--- config.mk ---
export PLATFORM = sky130hd
export DESIGN_NAME = instr_fetch_unit_flat
export DESIGN_NICKNAME = d
export VERILOG_FILES = /design/src/rtl/instr_fetch_unit_if.sv /design/src/rtl/instr_fetch_unit.sv /design/src/flat_wrapper.sv
export SDC_FILE = /design/constraint.sdc
export NUM_CORES = 1
export LEC_CHECK = 0
export CAP_MARGIN = 20
export CORE_MARGIN = 8
export CORE_UTILIZATION = 50
export DETAILED_ROUTE_END_ITERATION = 8
export GPL_TIMING_DRIVEN = 0
export PLACE_DENSITY = 0.76
export RECOVER_POWER = 50
export SLEW_MARGIN = 30
export SYNTH_ARGS = -nofsm -noshare
export SYNTH_HDL_FRONTEND = slang
export SYNTH_SLANG_ARGS = --single-unit
--- constraint.sdc ---
create_clock -name clk -period 2.35 [get_ports clk]
set_clock_uncertainty 0.1 [all_clocks]
set_input_delay 0.235 -clock clk [delete_from_list [all_inputs] [get_ports clk]]
set_output_delay 0.235 -clock clk [all_outputs]
set_load 0.01 [all_outputs]
--- src/rtl/instr_fetch_unit_if.sv ---
// Bus bundle for the instruction fetch unit.
//   master : fetch unit side (drives imem_req/imem_addr and the Instr/instr_pc/instr_valid
//            presentation, receives imem_ack/imem_rdata, instr_ready and the redirect)
//   slave  : environment side (instruction memory + consumer + branch logic)
interface instr_fetch_unit_if #(
  parameter int ADDR_W = 16
);
  logic              imem_req;
  logic [ADDR_W-1:0] imem_addr;
  logic              imem_ack;
  logic [15:0]       imem_rdata;
  logic [15:0]       Instr;
  logic [ADDR_W-1:0] instr_pc;
  logic              instr_valid;
  logic              instr_ready;
  logic              PCSrc;
  logic [ADDR_W-1:0] branch_target;

  modport master (
    output imem_req, imem_addr, Instr, instr_pc, instr_valid,
    input  imem_ack, imem_rdata, instr_ready, PCSrc, branch_target
  );

  modport slave (
    input  imem_req, imem_addr, Instr, instr_pc, instr_valid,
    output imem_ack, imem_rdata, instr_ready, PCSrc, branch_target
  );
endinterface

--- src/rtl/instr_fetch_unit.sv ---
// Instruction fetch unit: holds the fetch PC, issues single outstanding word reads
// to instruction memory over req/ack, buffers returned words in a small circular
// prefetch queue and presents the head as Instr/instr_pc. A redirect (PCSrc) flushes
// the queue and squashes any in-flight read.
// Ports:
//   clk    : clock, rising edge
//   reset  : asynchronous, active-low
//   bus    : instr_fetch_unit_if.master (imem req/addr/ack/rdata, Instr/instr_pc/
//            instr_valid/instr_ready, PCSrc/branch_target)
//
// state   | meaning
// --------+-----------------------------------------------------------
// IDLE    | no read outstanding; issue when queue has room and no redirect
// WAIT    | read outstanding, data will be pushed on ack
// WAIT_SQ | read outstanding but squashed by a redirect; ack data dropped
module instr_fetch_unit #(
  parameter int                ADDR_W   = 16,
  parameter int                DEPTH    = 2,
  parameter logic [ADDR_W-1:0] RESET_PC = '0
) (
  input logic               clk,
  input logic               reset,
  instr_fetch_unit_if.master bus
);

  localparam int PTR_W = (DEPTH > 1) ? $clog2(DEPTH) : 1;
  localparam int CNT_W = $clog2(DEPTH + 1);
  localparam logic [CNT_W-1:0] DEPTH_C = CNT_W'(DEPTH);

  typedef enum logic [1:0] {
    ST_IDLE    = 2'd0,
    ST_WAIT    = 2'd1,
    ST_WAIT_SQ = 2'd2
  } state_t;

  state_t            state, state_nxt;
  logic [ADDR_W-1:0] fetch_pc;
  logic              req_q;
  logic [ADDR_W-1:0] addr_q;

  logic [15:0]       q_data [DEPTH];
  logic [ADDR_W-1:0] q_pc   [DEPTH];
  logic [PTR_W-1:0]  wr_ptr, rd_ptr;
  logic [CNT_W-1:0]  count;

  logic issue, push, pop, valid;

  assign valid = (count != '0);
  // Redirect has priority over everything: a same-cycle pop is discarded.
  assign pop   = valid && bus.instr_ready && !bus.PCSrc;

  always_ff @(posedge clk or negedge reset) begin
    if (!reset) state <= ST_IDLE;
    else        state <= state_nxt;
  end

  always_comb begin
    state_nxt = state;
    issue     = 1'b0;
    push      = 1'b0;
    case (state)
      ST_IDLE: begin
        // count cannot rise while a read is pending, so checking room at issue is enough
        if (!bus.PCSrc && (count < DEPTH_C)) begin
          issue     = 1'b1;
          state_nxt = ST_WAIT;
        end
      end
      ST_WAIT: begin
        if (bus.imem_ack) begin
          push      = !bus.PCSrc;
          state_nxt = ST_IDLE;
        end else if (bus.PCSrc) begin
          state_nxt = ST_WAIT_SQ;
        end
      end
      ST_WAIT_SQ: begin
        if (bus.imem_ack) state_nxt = ST_IDLE;
      end
      default: state_nxt = ST_IDLE;
    endcase
  end

  // Request is registered: rises the cycle after issue, falls the cycle after ack.
  always_ff @(posedge clk or negedge reset) begin
    if (!reset) begin
      req_q  <= 1'b0;
      addr_q <= '0;
    end else if (issue) begin
      req_q  <= 1'b1;
      addr_q <= fetch_pc;
    end else if ((state != ST_IDLE) && bus.imem_ack) begin
      req_q  <= 1'b0;
    end
  end

  always_ff @(posedge clk or negedge reset) begin
    if (!reset)          fetch_pc <= RESET_PC;
    else if (bus.PCSrc)  fetch_pc <= bus.branch_target;
    else if (issue)      fetch_pc <= fetch_pc + ADDR_W'(1);
  end

  always_ff @(posedge clk or negedge reset) begin
    if (!reset) begin
      for (int i = 0; i < DEPTH; i++) begin
        q_data[i] <= '0;
        q_pc[i]   <= '0;
      end
      wr_ptr <= '0;
      rd_ptr <= '0;
      count  <= '0;
    end else if (bus.PCSrc) begin
      wr_ptr <= '0;
      rd_ptr <= '0;
      count  <= '0;
    end else begin
      if (push) begin
        q_data[wr_ptr] <= bus.imem_rdata;
        q_pc[wr_ptr]   <= addr_q;
        wr_ptr         <= wr_ptr + PTR_W'(1);
      end
      if (pop) rd_ptr <= rd_ptr + PTR_W'(1);
      if (push && !pop)      count <= count + CNT_W'(1);
      else if (!push && pop) count <= count - CNT_W'(1);
    end
  end

  assign bus.imem_req    = req_q;
  assign bus.imem_addr   = addr_q;
  assign bus.instr_valid = valid;
  assign bus.Instr       = valid ? q_data[rd_ptr] : 16'h0000;
  assign bus.instr_pc    = valid ? q_pc[rd_ptr]   : '0;

endmodule
--- src/flat_wrapper.sv ---
// flat-port wrapper written by rule: the top's interface ports become plain ports
module instr_fetch_unit_flat 
#(
  parameter int                ADDR_W   = 16,
  parameter int                DEPTH    = 2,
  parameter logic [ADDR_W-1:0] RESET_PC = '0
)
  (clk, reset, bus_imem_req, bus_imem_addr, bus_Instr, bus_instr_pc, bus_instr_valid, bus_imem_ack, bus_imem_rdata, bus_instr_ready, bus_PCSrc, bus_branch_target);
  instr_fetch_unit_if #(.ADDR_W(ADDR_W)) bus_i ();
  input logic clk;
  input logic reset;
  output wire logic [$bits(bus_i.imem_req)-1:0] bus_imem_req;
  output wire logic [$bits(bus_i.imem_addr)-1:0] bus_imem_addr;
  output wire logic [$bits(bus_i.Instr)-1:0] bus_Instr;
  output wire logic [$bits(bus_i.instr_pc)-1:0] bus_instr_pc;
  output wire logic [$bits(bus_i.instr_valid)-1:0] bus_instr_valid;
  input wire logic [$bits(bus_i.imem_ack)-1:0] bus_imem_ack;
  input wire logic [$bits(bus_i.imem_rdata)-1:0] bus_imem_rdata;
  input wire logic [$bits(bus_i.instr_ready)-1:0] bus_instr_ready;
  input wire logic [$bits(bus_i.PCSrc)-1:0] bus_PCSrc;
  input wire logic [$bits(bus_i.branch_target)-1:0] bus_branch_target;
  assign bus_imem_req = bus_i.imem_req;
  assign bus_imem_addr = bus_i.imem_addr;
  assign bus_Instr = bus_i.Instr;
  assign bus_instr_pc = bus_i.instr_pc;
  assign bus_instr_valid = bus_i.instr_valid;
  assign bus_i.imem_ack = bus_imem_ack;
  assign bus_i.imem_rdata = bus_imem_rdata;
  assign bus_i.instr_ready = bus_instr_ready;
  assign bus_i.PCSrc = bus_PCSrc;
  assign bus_i.branch_target = bus_branch_target;
  instr_fetch_unit #(.ADDR_W(ADDR_W), .DEPTH(DEPTH), .RESET_PC(RESET_PC)) u_core (.clk(clk), .reset(reset), .bus(bus_i));
endmodule
==> reports/summary.md, run 1 <==
STA
• 445.4 MHz — max frequency
• 0 — Final Hold Vio Count
• 7.053% — worst slew margin relative to its limit
• 0 — Max Transition Viols Final
• 95.53% — share of the clock period used by the worst path
• 0 — Final setup viols
• false — unrepaired setup endpoints after global routing
• 334.0 ps — final hold slack
• 1394 ps — slew of the pin with the lowest slew margin
• 2245 ps — fin crit period

Layout
• 2062 sq um — Multi-input gate area
• 65.63% — fin util
• 738 — number of inserted filler cells in the final layout
• 516 — final net count
• 27.39% — synthesis-to-finish area growth
• 2579 sq um — sequential standard cell area
• 24.27% — share of layout cells above drive strength 1
• 0 — diode insertion count for antenna repair

Die
• 35 — number of cell rows
• 87 — I/O pin count
• 12900 sq um — Die ar.
• 113.6 microns — x dimension of the die
• 51.52% — effective utilization at floorplan
• 9240 sq um — core area
• 113.6 microns — die extent in y

Place
• 86 — number of buffers inserted by port buffering
• 7600 microns — sum of net half-perimeters after detailed placement
• 0.8513 — routability-driven placement congestion ratio

Synth
• 0 — Yosys Warn Count
• 103 — synthesized flop and latch total
• 418 — Syn Nets
• 2.392% — parity-gate share of the synthesized area counting xor and xnor cells
• dfrtp_1 (54%), mux2_2 (18%), mux2i_1 (6.9%) — cell types with the largest area share after synthesis
• multiplexers — dominant combinational cell family by area after synthesis
• 100.0% — share of synthesized registers carrying an async set or reset
• dfrtp_1 — post-synthesis cell type with the largest combined area
• 54.14% — post-synthesis sequential area ratio
• 4761 sq um — cell area after technology mapping
• 54.14% — top-area cell type share of the netlist area
• 12.53 sq um — synthesized area divided by synthesized cell count
• 380 — cells after synthesis
• 3.285% — Synth Area in Compound Gates
• dfrtp_1 (103), mux2_2 (78), nor2_1 (44) — most frequent cells after synthesis
• 10.99% — area share of and/or/nand/nor cells after synthesis
• 0.2628% — arithmetic-cell share of the synthesized area counting full adders, half adders and majority gates
• dfrtp_1 — top flip-flop cell by instance count after synthesis
• dfrtp_1 — most frequent cell after synthesis
• 26.10% — fraction of synthesized area in multiplexers
• 40 — distinct cell type count of the synthesized netlist
• 0 — number of enable flip-flop cells after synthesis

Routing
• 10310 microns — Total Routed Length
• 100 — drt initial violations
• 5.301 — via density per instance
• 4 — router iterations before antenna repair
• 0 — Antenna Nets Post-Route
• 16.87 microns — drt wl/cell
• 3239 — DR vias
• 0 — number of remaining DRC errors

Clocking
• 2 — maximum root-to-sink buffer count
• 103 — CTS sink cnt
• clkbuf_8 — clock root cell
• 90 ps — clock-pin transition on the worst setup and hold timing paths
• 9 — number of buffers created by CTS
• 350 ps — clock latency on the worst-skew pair
• yes — clock tree from TritonCTS
• 3 — CTS H-tree depth

Worst setup path
• primary output — nature of the critical path endpoint
• flop to primary output — kind of critical path
• 560 ps — Largest stage delay, worst path
• u_core.state[0]$_DFFE_PN0P_ — startpoint of the lowest-slack register-to-register path
• 5 — number of cells on the worst reg-to-reg path
• u_core.rd_ptr$_DFFE_PN0P_ — critical path launch point
• 2020 ps — required time at the worst-slack endpoint
• flop — startpoint type of the worst setup path
• 10 — worst-path maximum fanout
• 1910 ps — WP data arrival
• buf_4, mux2i_1, nor2_1, clkdlybuf4s50_1 — series of cell instances along the critical path
• clkdlybuf4s50_1 — slowest library cell on the worst path

Power and ir drop
• 24.0% — clock network fraction of total power
• 819.3 nW/um^2 — power density of the placed cells
• 3.620 mW — Int Power
• 51.9% — sequential share of power
• 0.3781 mV — maximum VDD drop
• 4.969 mW — Final Total Pwr
• 2.505 nW — Static Leakage
• 1.349 mW — switching component of the power
• 24.1% — Gate power share
• 27.15% — sw frac

Global routing
• 3531 — via count of the first global-routing pass
• 0 — antenna violations before repair
• 17670 microns — first-pass GRT wire length
• 0 — sum of overflow across all layers after global routing
• 17.08% — overall fraction of global-route tracks in use
• 75 — largest net degree at the start of global routing

Hold path
• primary input to flop — Min-Delay Path Class
• bus_branch_target[2] — hold_sp
• 3 — cell count of the worst hold path

Outcome
• completed — outcome

Flow run
• 0 — max-cap viol count

==> power by group through the flow <==
stage | Sequential [mW] | Clock, mW | Combinational [mW]
2_1_floorplan | 2.55 | 0 | 0.737
3_5_place_dp | 2.62 | 0 | 1.23
6_report | 2.58 | 1.19 | 1.20
4_1_cts | 2.58 | 1.22 | 1.24
5_1_grt | 2.66 | 1.31 | 1.31
3_3_place_gp | 2.58 | 0 | 1.18
==> stage by stage <==
stage / cells / area, sq um / setup TNS, ps / setup WS [ps]
CTS: 611 / 6061 / 0 / 65.32
global route: 611 / 6065 / 0 / 11.70
global placement: 595 / 5783 / -284100 / -2739
finish: 611 / 6065 / 0 / 105.1
floorplan: 380 / 4761 / 0 / 510.0
detailed placement: 596 / 5812 / -2358 / -89.68
==> sequential cells by signal, indices dropped and copies added (netlist names) <==
name / count
u_core.bus.imem_req: 1
u_core.state: 2
u_core.q_data: 32
u_core.fetch_pc: 16
u_core.bus.imem_addr: 16
u_core.rd_ptr: 1
u_core.count: 2
u_core.q_pc: 32
u_core.wr_ptr: 1
==> routing by layer <==
metal | global-route usage (%) | vias up | routed length [microns]
met3 | 3.434 | 11 | 460
met5 | 0 | - | 0
met1 | 22.23 | 1627 | 4769
met2 | 27.81 | 75 | 4938
met4 | 5.684 | 0 | 142
li1 | - | 1526 | -
==> what timing repair did <==
item | 4_1_cts | 5_1_grt
gates resized for setup | 14 | 2
endpoints found under the hold margin | 29 | 0
setup endpoints to repair | 30 | 10
pin swaps | 0 | 0
hold buffers | 1 | 0
setup buffers | 0 | 0
==> final timing paths <==
check                           slack, ps                                  end
worst max-delay path                  110                      bus_instr_pc[8]
worst min-delay path                  330       u_core.fetch_pc[2]$_DFFE_PN0P_
worst max register to register        210          u_core.q_pc[17]$_DFFE_PN0P_
worst min register to register        390          u_core.q_pc[31]$_DFFE_PN0P_
max in group asynchronous             380  u_core.bus.imem_addr[5]$_DFFE_PN0P_
min in group asynchronous             770        u_core.q_data[12]$_DFFE_PN0P_
==> area by class of cell <==
class	instances	share of cell area [%]
multi-input cells	250	34.00
well taps	129	2.661
plain buffers	21	2.208
clock buffers	12	2.393
flip-flops and latches	103	42.52
clock inverters	3	1.114
repair buffers	88	14.79
inverters	5	0.3095
==> placed cells by master (no fill, tap or decap), drive strengths merged, types with 4 or more instances in the layout <==
cell type / instances
dfrtp: 103
mux2: 81
clkdlybuf4s50: 71
nor2: 44
mux2i: 33
clkbuf: 20
nand2: 16
o21ai: 15
dlygate4sd3: 15
buf: 14
xnor2: 7
xor2: 6
nor3: 6
inv: 5
nand3: 5
a31oi: 5
nand4: 4
==> critical path: cells and delay by family (launching register included) <==
kind	cells	cell delay, ps
simple gates	1	150
flops	1	480
buf+inv	2	780
mux	1	140
==> cells by family (layout without fill, tap and decap cells) <==
family / count (synthesis) / after routing
AOI/OAI and AO/OA: 27 / 27
xor gates and xnor gates: 13 / 13
adders and majority gates: 1 / 1
buffers and inverters: 27 / 129
DFF: 103 / 103
muxes: 114 / 114
and+or+nand+nor: 95 / 95
Note: power is estimated with default switching activity, not from simulation.
==> run 2, diff against run 1 <==
CORE_ASPECT_RATIO = 0.9   (was unset)
==> run 2 against run 1 <==
Effect of this change: maximum frequency hardly changed; setup slack worse by 1.7 ps; sequential power hardly changed; sequential cell count stayed put; via count is 0.31% lower; highest routed layer unchanged.
==> reports/summary.md, run 2 (synthesis gave the netlist of run 1 again) <==
Outcome
• completed — outcome

Power and ir drop
• 2.502 nW — Static Leakage
• 4.919 mW — Final Total Pwr
• 52.6% — sequential share of power
• 812.9 nW/um^2 — power density of the placed cells
• 1.379 mW — switching component of the power
• 24.4% — Gate power share
• 0.4254 mV — maximum VDD drop
• 28.03% — sw frac
• 23.0% — clock network fraction of total power
• 3.540 mW — Int Power

STA
• true — unrepaired setup endpoints after global routing
• 0 — Final setup viols
• 103.3 ps — post-layout worst setup margin
• 1136 ps — slew of the pin with the lowest slew margin
• 95.60% — share of the clock period used by the worst path
• 445.1 MHz — max frequency
• 24.28% — worst slew margin relative to its limit
• 0 — Final Hold Vio Count
• 0 ps — summed negative setup slack over all endpoints
• 0 — Max Transition Viols Final
• 327.9 ps — final hold slack
• 2247 ps — fin crit period

Clocking
• 360 ps — clock latency on the worst-skew pair
• 90 ps — clock-pin transition on the worst setup and hold timing paths
• yes — clock tree from TritonCTS
• 103 — CTS sink cnt
• 3 — CTS H-tree depth
• 9 — number of buffers created by CTS
• 2 — maximum root-to-sink buffer count
• clkbuf_8 — clock root cell

Layout
• 24.90% — share of layout cells above drive strength 1
• u_core.q_data (32), u_core.q_pc (32) — top flop regs
• 6051 sq um — Layout Cell Area excl Fill
• 27.10% — synthesis-to-finish area growth
• dfrtp_1 (102), mux2_2 (78), clkdlybuf4s50_1 (69), nor2_1 (43), mux2i_1 (33) — commonest cells after routing, fill and taps aside
• 516 — final net count
• 66.01% — fin util
• 0 — diode insertion count for antenna repair
• 604 — non-filler cells in the finished layout
• dfrtp_1 — most common library cell in the layout ignoring fill and taps

Routing
• 5.346 — via density per instance
• 0 — number of remaining DRC errors
• 3229 — DR vias
• 158 — drt initial violations
• 10500 microns — Total Routed Length
• 17.39 microns — drt wl/cell
• 0 — Antenna Nets Post-Route
• 4 — router iterations before antenna repair

Die
• 51.94% — effective utilization at floorplan
• 33 — number of cell rows
• 108.6 microns — die extent in y
• 118.9 microns — x dimension of the die
• 87 — I/O pin count
• 12900 sq um — Die ar.
• 9166 sq um — core area

Worst setup path
• flop to primary output — kind of critical path
• flop — startpoint type of the worst setup path
• primary output — nature of the critical path endpoint
• 180 ps — flop2flop setup slack
• 10 — worst-path maximum fanout
• u_core.q_data[20]$_DFFE_PN0P_ — FF-to-FF End
• 1910 ps — WP data arrival
• u_core.count[1]$_DFFE_PN0P_ — critical path launch point
• 5 — number of cells on the worst reg-to-reg path
• u_core.state[0]$_DFFE_PN0P_ — startpoint of the lowest-slack register-to-register path
• 2020 ps — required time at the worst-slack endpoint

Place
• 589 — Post-Place Cells
• -139.6 ps — setup slack after placement
• 7640 microns — sum of net half-perimeters after detailed placement
• 0.8046 — routability-driven placement congestion ratio
• 5803 sq um — area of placed instances
• 86 — number of buffers inserted by port buffering

Hold path
• 3 — cell count of the worst hold path
• u_core.fetch_pc[2]$_DFFE_PN0P_ — Endpoint, Worst Hold
• bus_branch_target[2] — hold_sp
• primary input to flop — Min-Delay Path Class

Global routing
• 60 — largest net degree at the start of global routing
• 0 — sum of overflow across all layers after global routing
• 17.08% — overall fraction of global-route tracks in use
• 17730 microns — first-pass GRT wire length
• 0 — antenna violations before repair
• 3424 — via count of the first global-routing pass

Flow run
• 0 — max-cap viol count

run 2: changes by cell type in the layout (fill, tap and decap cells not counted), sizes merged:
cell / change
clkinvlp: +1
inv: +1
dlygate4sd2: -1
clkdlybuf4s50: -2
clkbuf: -2
bufinv: -1
dlygate4sd3: +2
buf: +2
run 2: per-layer routing:
layer | routed length (microns) | share of wire (%) | track usage, % | up-vias
li1 | - | - | - | 1527
met1 | 4977 | 47 | 22.17 | 1608
met2 | 4898 | 47 | 27.57 | 83
met3 | 500 | 4.8 | 5.000 | 11
met4 | 125 | 1.2 | 4.599 | 0
met5 | 0 | 0 | 0 | -
run 2: power by group through the flow:
stage	logic [mW]	clock network (mW)	registers, mW
after floorplan	0.737	0	2.55
after global placement	1.19	0	2.59
after detailed placement	1.24	0	2.62
after CTS	1.25	1.16	2.59
after global routing	1.31	1.23	2.66
final	1.20	1.13	2.59
run 2: repair_timing:
| action | 4_1_cts | 5_1_grt |
|---|---|---|
| hold endpoints to repair | 44 | 0 |
| hold buffers | 1 | 0 |
| endpoints found under the setup margin | 30 | 42 |
| setup buffers | 0 | 0 |
| gates resized for setup | 14 | 6 |
run 2: cell type report:
| type | count | area (sq um) |
|---|---|---|
| timing repair buffer | 88 | 893.4 |
| clock inverter | 4 | 53.80 |
| inverter | 5 | 18.77 |
| fill | 719 | 3115 |
| multi-input combinational | 250 | 2062 |
| buffer | 21 | 140.1 |
| sequential | 103 | 2579 |
| tap | 122 | 152.6 |
| clock buffer | 11 | 151.4 |
run 2: worst max-delay path: stages (launching register included):
cell and delay (ps):
dfrtp_1 390, buf_6 160, nor2_4 200, buf_4 220, nor2_1 70, clkdlybuf4s50_1 510
run 2: worst max path at each step:
stage,to,slack [ps],depth (start not counted)
2_1_floorplan,u_core.fetch_pc[15]$_DFFE_PN0P_,510,6
3_3_place_gp,u_core.q_data[23]$_DFFE_PN0P_,-2790,1
3_5_place_dp,bus_Instr[3],-140,5
4_1_cts,bus_instr_pc[9],30,5
5_1_grt,bus_instr_pc[6],-10,5
6_report,bus_instr_pc[6],100,5
==> run 3, diff against run 2 <==
CTS_BUF_LIST = sky130_fd_sc_hd__clkbuf_4 sky130_fd_sc_hd__clkbuf_8   (was unset)
GPL_ROUTABILITY_DRIVEN = 1   (was unset)
==> results of run 3 <==
No change in the layout: final DEF, timing and power equal those of run 2.
